File: src/rtl/pipe_pkg.sv
// Shared opcodes, controller state encoding and forwarding select codes
// for the pipeline hazard controller.
package pipe_pkg;

  localparam logic [3:0] OP_NOP  = 4'h0;
  localparam logic [3:0] OP_LW   = 4'h8;
  localparam logic [3:0] OP_SW   = 4'h9;
  localparam logic [3:0] OP_BR   = 4'hC;
  localparam logic [3:0] OP_HALT = 4'hF;

  typedef enum logic [1:0] {
    RUN      = 2'd0,
    LU_STALL = 2'd1,
    MEM_WAIT = 2'd2,
    HALTED   = 2'd3
  } ctrl_state_t;

  typedef logic [1:0] fwd_sel_t;

  localparam fwd_sel_t FWD_RF    = 2'b00;
  localparam fwd_sel_t FWD_EXMEM = 2'b01;
  localparam fwd_sel_t FWD_MEMWB = 2'b10;

  function automatic logic is_mem_op(input logic [3:0] opcode);
    return (opcode == OP_LW) || (opcode == OP_SW);
  endfunction

endpackage

File: src/rtl/fwd_unit.sv
// Combinational operand-forwarding compare for both EX operands; the
// younger EX_MEM result wins over MEM_WB, and r0 never forwards.
module fwd_unit
  import pipe_pkg::*;
(
  input  logic [2:0] ex_reg1,
  input  logic [2:0] ex_reg2,
  input  logic       mem_writeReg,
  input  logic [2:0] mem_regD,
  input  logic       wb_writeReg,
  input  logic [2:0] wb_regD,
  output fwd_sel_t   fwd_a,
  output fwd_sel_t   fwd_b
);

  function automatic fwd_sel_t pick(input logic [2:0] src);
    if (mem_writeReg && (mem_regD == src) && (mem_regD != 3'd0)) return FWD_EXMEM;
    if (wb_writeReg && (wb_regD == src) && (wb_regD != 3'd0))    return FWD_MEMWB;
    return FWD_RF;
  endfunction

  assign fwd_a = pick(ex_reg1);
  assign fwd_b = pick(ex_reg2);

endmodule

File: src/rtl/pipe_hazard_ctrl.sv
// Pipeline controller: register enables/flushes, operand forwarding, and
// sequencing of load-use stalls, memory wait states, branch flushes and HALT.
module pipe_hazard_ctrl
  import pipe_pkg::*;
#(
  parameter int MEM_TIMEOUT = 15,
  parameter int CNT_W       = 8
) (
  input  logic             clk,
  input  logic             rst,
  input  logic [3:0]       id_opcode,
  input  logic [2:0]       id_reg1,
  input  logic [2:0]       id_reg2,
  input  logic [3:0]       ex_opcode,
  input  logic [2:0]       ex_regD,
  input  logic [2:0]       ex_reg1,
  input  logic [2:0]       ex_reg2,
  input  logic             ex_branch_taken,
  input  logic             mem_writeReg,
  input  logic [2:0]       mem_regD,
  input  logic [3:0]       mem_opcode,
  input  logic             mem_ready,
  input  logic             wb_writeReg,
  input  logic [2:0]       wb_regD,
  output logic             en_pc,
  output logic             en_if_id,
  output logic             en_id_ex,
  output logic             en_ex_mem,
  output logic             en_mem_wb,
  output logic             flush_if_id,
  output logic             flush_id_ex,
  output logic             flush_ex_mem,
  output logic [1:0]       fwd_a,
  output logic [1:0]       fwd_b,
  output logic             halted,
  output logic             mem_abort,
  output logic [CNT_W-1:0] stall_cnt
);

  localparam logic [7:0] TMO_LAST = 8'(MEM_TIMEOUT - 1);

  ctrl_state_t      state_q, state_d;
  logic [7:0]       wait_cnt_q, wait_cnt_d;
  logic [CNT_W-1:0] stall_cnt_q, stall_cnt_d;
  logic             halted_q, halted_d;
  logic             mem_abort_q, mem_abort_d;

  logic [4:0] en_v;
  logic [2:0] flush_v;
  logic       mem_busy;
  logic       load_use;
  fwd_sel_t   fwd_a_w, fwd_b_w;
  logic       id_unused;

  // The ID opcode is not needed: a matching source field stalls regardless.
  assign id_unused = ^id_opcode;

  assign mem_busy = is_mem_op(mem_opcode) && !mem_ready;
  assign load_use = (ex_opcode == OP_LW) && (ex_regD != 3'd0) &&
                    ((ex_regD == id_reg1) || (ex_regD == id_reg2));

  always_comb begin
    state_d     = state_q;
    wait_cnt_d  = wait_cnt_q;
    stall_cnt_d = stall_cnt_q;
    halted_d    = halted_q;
    mem_abort_d = 1'b0;
    en_v        = 5'b11111;
    flush_v     = 3'b000;
    if (state_q == HALTED) begin
      en_v = 5'b00011;
    end else if (mem_busy) begin
      // Timeout squashes the stuck access so the pipeline can move on.
      en_v = 5'b00000;
      if (wait_cnt_q == TMO_LAST) begin
        flush_v     = 3'b001;
        state_d     = RUN;
        wait_cnt_d  = 8'd0;
        mem_abort_d = 1'b1;
      end else begin
        state_d    = MEM_WAIT;
        wait_cnt_d = wait_cnt_q + 8'd1;
      end
    end else begin
      state_d    = RUN;
      wait_cnt_d = 8'd0;
      if (state_q == RUN) begin
        if (ex_branch_taken) begin
          flush_v = 3'b110;
        end else if (load_use) begin
          en_v    = 5'b00111;
          flush_v = 3'b010;
          state_d = LU_STALL;
        end
      end
      if (mem_opcode == OP_HALT) begin
        state_d  = HALTED;
        halted_d = 1'b1;
      end
    end
    if (!en_v[4] && (state_q != HALTED) && !(&stall_cnt_q))
      stall_cnt_d = stall_cnt_q + 1'b1;
  end

  always_ff @(posedge clk or posedge rst) begin
    if (rst) begin
      state_q     <= RUN;
      wait_cnt_q  <= 8'd0;
      stall_cnt_q <= '0;
      halted_q    <= 1'b0;
      mem_abort_q <= 1'b0;
    end else begin
      state_q     <= state_d;
      wait_cnt_q  <= wait_cnt_d;
      stall_cnt_q <= stall_cnt_d;
      halted_q    <= halted_d;
      mem_abort_q <= mem_abort_d;
    end
  end

  fwd_unit u_fwd (
    .ex_reg1      (ex_reg1),
    .ex_reg2      (ex_reg2),
    .mem_writeReg (mem_writeReg),
    .mem_regD     (mem_regD),
    .wb_writeReg  (wb_writeReg),
    .wb_regD      (wb_regD),
    .fwd_a        (fwd_a_w),
    .fwd_b        (fwd_b_w)
  );

  // Reset freezes every register and fills the pipeline with bubbles.
  assign {en_pc, en_if_id, en_id_ex, en_ex_mem, en_mem_wb} = rst ? 5'b00000 : en_v;
  assign {flush_if_id, flush_id_ex, flush_ex_mem}          = rst ? 3'b111 : flush_v;
  assign fwd_a     = rst ? FWD_RF : fwd_a_w;
  assign fwd_b     = rst ? FWD_RF : fwd_b_w;
  assign halted    = halted_q;
  assign mem_abort = mem_abort_q;
  assign stall_cnt = stall_cnt_q;

endmodule

File: config.mk
export PLATFORM = sky130hd
export DESIGN_NAME = pipe_hazard_ctrl
export DESIGN_NICKNAME = d
export VERILOG_FILES = /design/src/rtl/pipe_pkg.sv /design/src/rtl/fwd_unit.sv /design/src/rtl/pipe_hazard_ctrl.sv
export SDC_FILE = /design/constraint.sdc
export NUM_CORES = 1
export LEC_CHECK = 0
export CORE_ASPECT_RATIO = 1.25
export CORE_MARGIN = 5
export CORE_UTILIZATION = 38
export DETAILED_ROUTE_END_ITERATION = 8
export PLACE_DENSITY = 0.77
export REMOVE_ABC_BUFFERS = 1
export SYNTH_ARGS = -nofsm -noshare
export SYNTH_HDL_FRONTEND = slang
export SYNTH_SLANG_ARGS = --single-unit
File: constraint.sdc
create_clock -name clk -period 1.5 [get_ports clk]
set_input_delay 0.225 -clock clk [delete_from_list [all_inputs] [get_ports clk]]
set_output_delay 0.225 -clock clk [all_outputs]
set_load 0.005 [all_outputs]
### Word-level counts from Yosys, hierarchy flattened

Index checks and enable logic that the tools add are counted.

| word-level totals | value |
|---|---|
| input bits | 39 |
| output and inout port bits | 22 |
| bits in registers | 20 |

| cells by class | value |
|---|---|
| add/sub/neg operators | 2 |
| reductions and logical operators | 24 |
| muxes and demuxes | 40 |
| bitwise logic cells | 2 |
| eq/ne operators | 13 |

Operator list:

| operator | count |
|---|---|
| two-way mux 5 bit | 6 |
| two-way mux 2 bit | 14 |
| == test 3 bit | 6 |
| adder 8 x 1 -> 8 bit, second input constant | 2 |
| == test 4 bit, second input constant | 4 |
| two-way mux 8 bit | 2 |
| two-way mux 3 bit | 5 |
| logical AND 1 bit | 13 |
| two-way mux 1 bit | 13 |
| nonzero test 3 bit | 3 |
| == test 8 x 4 -> 1 bit, second input constant | 1 |
| AND reduction 8 bit | 1 |
| logical NOT 1 bit | 3 |
| AND reduction 3 bit | 1 |
| == test 2 bit, second input constant | 1 |
| logical NOT 2 bit | 1 |
| logical OR 1 bit | 2 |
| inequality test 2 bit, second input constant | 1 |
| NOT 1 bit | 2 |

### Depth between registers and ports, before layout

| logic depth | value |
|---|---|
| word-level depth | 11 |
| gate-level depth with buffers | 6 |
| depth with buffers taken out | 6 |

### Hierarchy

Synthesis repeated with hierarchy kept, for this count alone.

| unflattened totals | value |
|---|---|
| cell total of the unflattened synthesis | 152 |
| area, all modules | 1421.4 sq um |

Modules (own cells, without submodules):

| module | cells an instance | instances | area an instance (sq um) | sequential area each (sq um) |
|---|---|---|---|---|
| pipe_hazard_ctrl | 127 | 1 | 1241.2 | 500.5 |
| fwd_unit | 25 | 1 | 180.2 | 0.0 |

### Least setup slack after synthesis

Ideal clock, no wire load.

| timing path | value |
|---|---|
| path type | flip-flop to flip-flop |
| start | register state_q[1] |
| end | register stall_cnt_q[1], in the netlist stall_cnt[1] |
| required time | 1.372 ns |
| period minus slack after synthesis | 1.674 ns |
| arrival time | 1.546 ns |
| setup slack | -0.174 ns |
| setup time | 0.128 ns |
| stages on the path, launching flop included | 6 |
| path through | dfrtp_1 nor2_1 o311ai_1 a211o_4 a21oi_1 mux2_1 |

| between the ends | value |
|---|---|
| cells in the longest elaborated chain, start to end | 7 |

RTL lines:

| what | RTL line | source |
|---|---|---|
| start: declaration | pipe_hazard_ctrl.sv:42 | `ctrl_state_t state_q, state_d;` |
| start signal: assignment | pipe_hazard_ctrl.sv:113 | `state_q <= state_d;` |
| logical NOT 2 bit | pipe_hazard_ctrl.sv:87 | `if (state_q == RUN) begin` |
| two-way mux 5 bit | pipe_hazard_ctrl.sv:87 |  |
| two-way mux 5 bit | pipe_hazard_ctrl.sv:72 | `end else if (mem_busy) begin` |
| two-way mux 5 bit | pipe_hazard_ctrl.sv:70 | `if (state_q == HALTED) begin` |
| logical NOT 1 bit | pipe_hazard_ctrl.sv:101 | `if (!en_v[4] && (state_q != HALTED) && !(&stall_cnt_q))` |
| logical AND 1 bit (*) (2 in a row) | pipe_hazard_ctrl.sv:101 |  |
| end signal: assignment | pipe_hazard_ctrl.sv:115 | `stall_cnt_q <= stall_cnt_d;` |
| end: declaration | pipe_hazard_ctrl.sv:44 | `logic [CNT_W-1:0] stall_cnt_q, stall_cnt_d;` |

Mark *: on every way between the ends. The rest lies on a longest branch, timed or not.
A chain may end at the register's enable or synchronous reset.

### Worst setup path after layout

| timing path | value |
|---|---|
| start | register state_q[0] |
| end | register stall_cnt_q[4], in the netlist stall_cnt[4] |

The elaborated chain is that of the path after synthesis.

==> summary.md <==
The total number of nets in the final design was 308. Clock tree synthesis found a total of 20 sinks. In the synthesized netlist the dominant register cell turns out to be sky130_fd_sc_hd__dfrtp_1.

STA puts the critical path data required time at 1650 ps. Count of buffers from port buffering: 56. The iteration-0 DRC count of the detailed router was 52; the number of instances in the synthesized netlist was 154.

In this run the tightest slew margin relative to its limit is 73.2%. Master cell of the clock root buffer: sky130_fd_sc_hd__clkbuf_8. The total power divided by cell area is 522 mW/mm^2, and the total of warnings raised by yosys is 0. For the post-route clock skew, the log shows 2.38 ps. The vertical extent of the die was 77.2 um; the share of the clock period used by the worst path after layout was 121%. The number of different library cells used by synthesis comes to 38. The run gives 0.00137 mm^2 as the combined area of all synthesized cells.

The number of rows in the core area was 24; the post-route DRC violation count was 0. Of all cell types, the one taking the most synthesized area is sky130_fd_sc_hd__dfrtp_1. The fraction of final layout cells with drive strength greater than 1 was 46.0%; the total count of max-transition violations in the final report was 0. The worst setup path category is flop to flop. Capturing element type of the critical path: a flop.

On the worst path, the slowest cell contributes a delay of 420 ps. Setup violations remaining at the end of the flow were counted as 19. The area added between synthesis and finish works out to 91.1%. The leakage component of the power was 0.00125 uW; the count of pins on the block boundary was 61. The final standard cell utilization of the core was 75.4%; the post-placement cell count was 290.

The critical path buffer and inverter count was 1. Across every metal layer, demand over resource in global routing totals 19.4%. Traced cell by cell, the critical path runs through nor2_2 > o311ai_2 > a211o_4 > buf_4 > a21oi_2 > mux2_1. The final reports fail on setup timing. The routed wire length per instance came out at 17.3 um.

At the end of routability-driven placement, the weighted congestion stood at 0.809. The HPWL after detailed placement is 3320 um. Entering global routing, the biggest net connects 23 pins.

The worst setup path is launched from a flop. The floorplan step defined a die boundary enclosing 0.00493 mm^2. The tools report the cts-stage hold buffer count as 0.

Clock latency on the worst-skew pair, taken at its later pin, is 260 ps. The post-synthesis async set-or-reset flop share is 100%. Sequential elements use 36.4% of the synthesized area.

The number of clock buffers inserted by TritonCTS was 3. The die outline width came out at 63.8 um. TritonCTS built the clock tree. The count of nets left with antenna violations once routing finished came out at 0. The number of buffers on the longest clock path was 2.

The run finished, with violations left. The clock edge transition at the registers on the reported setup and hold paths works out to 80 ps. The average cell area after synthesis was 8.92 um^2; the H-tree depth was 1. The first global-routing pass estimated 7820 um of wire. The largest fanout on the critical path came out at 6. Grouping stages by cell kind, the critical path spends the most delay in compound AO/OA/AOI/OAI gates. Actual transition at the worst max-transition pin: 400 ps. Final hold violation count: 0. Once the floorplan was initialized, standard cells occupied 39.4% of the core.

After global routing the overflow that remains totals 0. The tools report the antenna cell count as 0. The number of antenna violations at the first check in global routing is 0, and the filler-free cell count of the finished design is 304. Highest-delay cell along the critical path: sky130_fd_sc_hd__dfrtp_1. The number of synthesized flops with an enable pin is 0. The worst hold margin is 210 ps, and the total detailed-routing wirelength is 5250 um.

The total area inside the core boundary comes to 0.00348 mm^2. The path class of the tightest hold or removal check is primary input to async pin. Data arrives at the worst endpoint at 1970 ps. The via density per instance was 5.45; the worst-case setup margin in the final layout was -319 ps. Setup repair after global routing could not meet its margin everywhere. Across all layers, the routed design uses 1658 vias.

The run gives 0.686 mV as the largest voltage drop on the vdd net. For the highest achievable clock rate, the log shows 0.550 GHz. For the finished layout, the period the worst path requires is 1820 ps.

The tools report the total negative slack as -3160 ps. Across the run, the number of max-cap violations was 0. The fraction of synthesized cell area taken by the top area cell type works out to 36.4%. By area the synthesized netlist is led by sky130_fd_sc_hd__dfrtp_1 36%, sky130_fd_sc_hd__xnor2_1 10%, sky130_fd_sc_hd__nand3_1 5.5%. The synthesized design contains 20 register bits. The pre-antenna-repair detailed-routing pass consisted of 4 iterations. The tools report the number of global-route vias before repair as 1740.
## area by class of cell
cell class	instances	area (um^2)
Multi-Input combinational cell	124	1040
Timing Repair Buffer	111	937
Fill cell	231	858
Sequential cell	20	502
Tap cell	39	48.8
Clock buffer	3	41.3
Clock inverter	1	30.0
Inverter	6	22.5
## synth_stat cells (2+ instances only)
cell type and number:
sky130_fd_sc_hd__mux2_1 3, sky130_fd_sc_hd__nand4_1 3, sky130_fd_sc_hd__and4_1 2, sky130_fd_sc_hd__a211oi_1 2, sky130_fd_sc_hd__dfrtp_1 20, sky130_fd_sc_hd__nor3b_1 4, sky130_fd_sc_hd__buf_4 2, sky130_fd_sc_hd__or3_1 3
sky130_fd_sc_hd__o21ai_1 5, sky130_fd_sc_hd__nand2_1 15, sky130_fd_sc_hd__xor2_1 4, sky130_fd_sc_hd__xnor2_1 16, sky130_fd_sc_hd__a21oi_1 10, sky130_fd_sc_hd__nor3_1 4, sky130_fd_sc_hd__inv_1 6, sky130_fd_sc_hd__o31ai_1 2
sky130_fd_sc_hd__clkbuf_1 2, sky130_fd_sc_hd__nor2_1 8, sky130_fd_sc_hd__nand3_1 15, sky130_fd_sc_hd__ha_1 3, sky130_fd_sc_hd__and2_1 4, sky130_fd_sc_hd__o21ai_0 5
## stage by stage
stage	setup slack, ps	power [uW]	cell area (um^2)
4_1_cts	-254	1360	2530
2_1_floorplan	-174	630	1350
6_report	-319	1370	2630
3_5_place_dp	-817	815	2300
5_1_grt	-354	1430	2630
3_3_place_gp	-779	808	2300
## power breakdown
part	switching (uW)	internal, uW
Sequential	1.99	541
Clock	200	357
Combinational	118	153
## cell usage in the layout, fill, tap and decap left out, drive strengths merged, types with 5 or more instances in the layout
cell type / n
dfrtp: 20
clkbuf: 6
o21ai: 10
dlymetal6s2s: 5
nor2: 8
clkdlybuf4s50: 8
xnor2: 16
a21oi: 10
dlygate4sd2: 21
buf: 73
nand2: 15
inv: 6
nand3: 15
## cells by family (layout without fill, tap and decap cells)
logic type,after synthesis,after routing,synth area share (%)
adders and majority gates,3,3,2.73
DFF,20,20,36.4
AOI/OAI and AO/OA,32,32,16.1
and+or+nand+nor,65,65,25.5
buffers and inverters,10,121,3.28
xor gates and xnor gates,20,20,12.7
muxes,4,4,3.19
## path summary, 6_finish.rpt
check	start	endpoint	slack, ps	cells after the start
worst min register to register	halted	halted	540	1
max in group asynchronous	rst	stall_cnt[2]	1050	3
worst max-delay path	state_q[0]	stall_cnt[4]	-320	6
worst max register to register	state_q[0]	stall_cnt[4]	-320	6
min in group clk	mem_ready	state_q[1]	410	4
worst min-delay path	rst	state_q[1]	210	3
## worst reg2reg max path, cell delays in order, from the launching register on
cell and delay, ps:
sky130_fd_sc_hd__dfrtp_1 420, sky130_fd_sc_hd__nor2_2 160, sky130_fd_sc_hd__o311ai_2 150, sky130_fd_sc_hd__a211o_4 310, sky130_fd_sc_hd__buf_4 190, sky130_fd_sc_hd__a21oi_2 150
sky130_fd_sc_hd__mux2_1 340
## flip-flops by register name, summed over array words and instances (netlist names)
signal,count
halted,1
stall_cnt,8
mem_abort,1
state_q,2
wait_cnt_q,8
## layer usage
metal | up-vias | wire, um | global-route usage, %
met5 | - | 0 | 0
met4 | 0 | 134 | 6.44
met3 | 12 | 303 | 4.97
met2 | 48 | 3000 | 35.2
met1 | 824 | 1810 | 21.4
li1 | 774 | - | -
## repair_timing
item	in CTS	in global routing
endpoints found under the setup margin	29	34
pin swaps	29	17
setup buffers	8	6
gates cloned	0	0
gates resized for setup	150	33
Power figures use the tool's default switching activity.
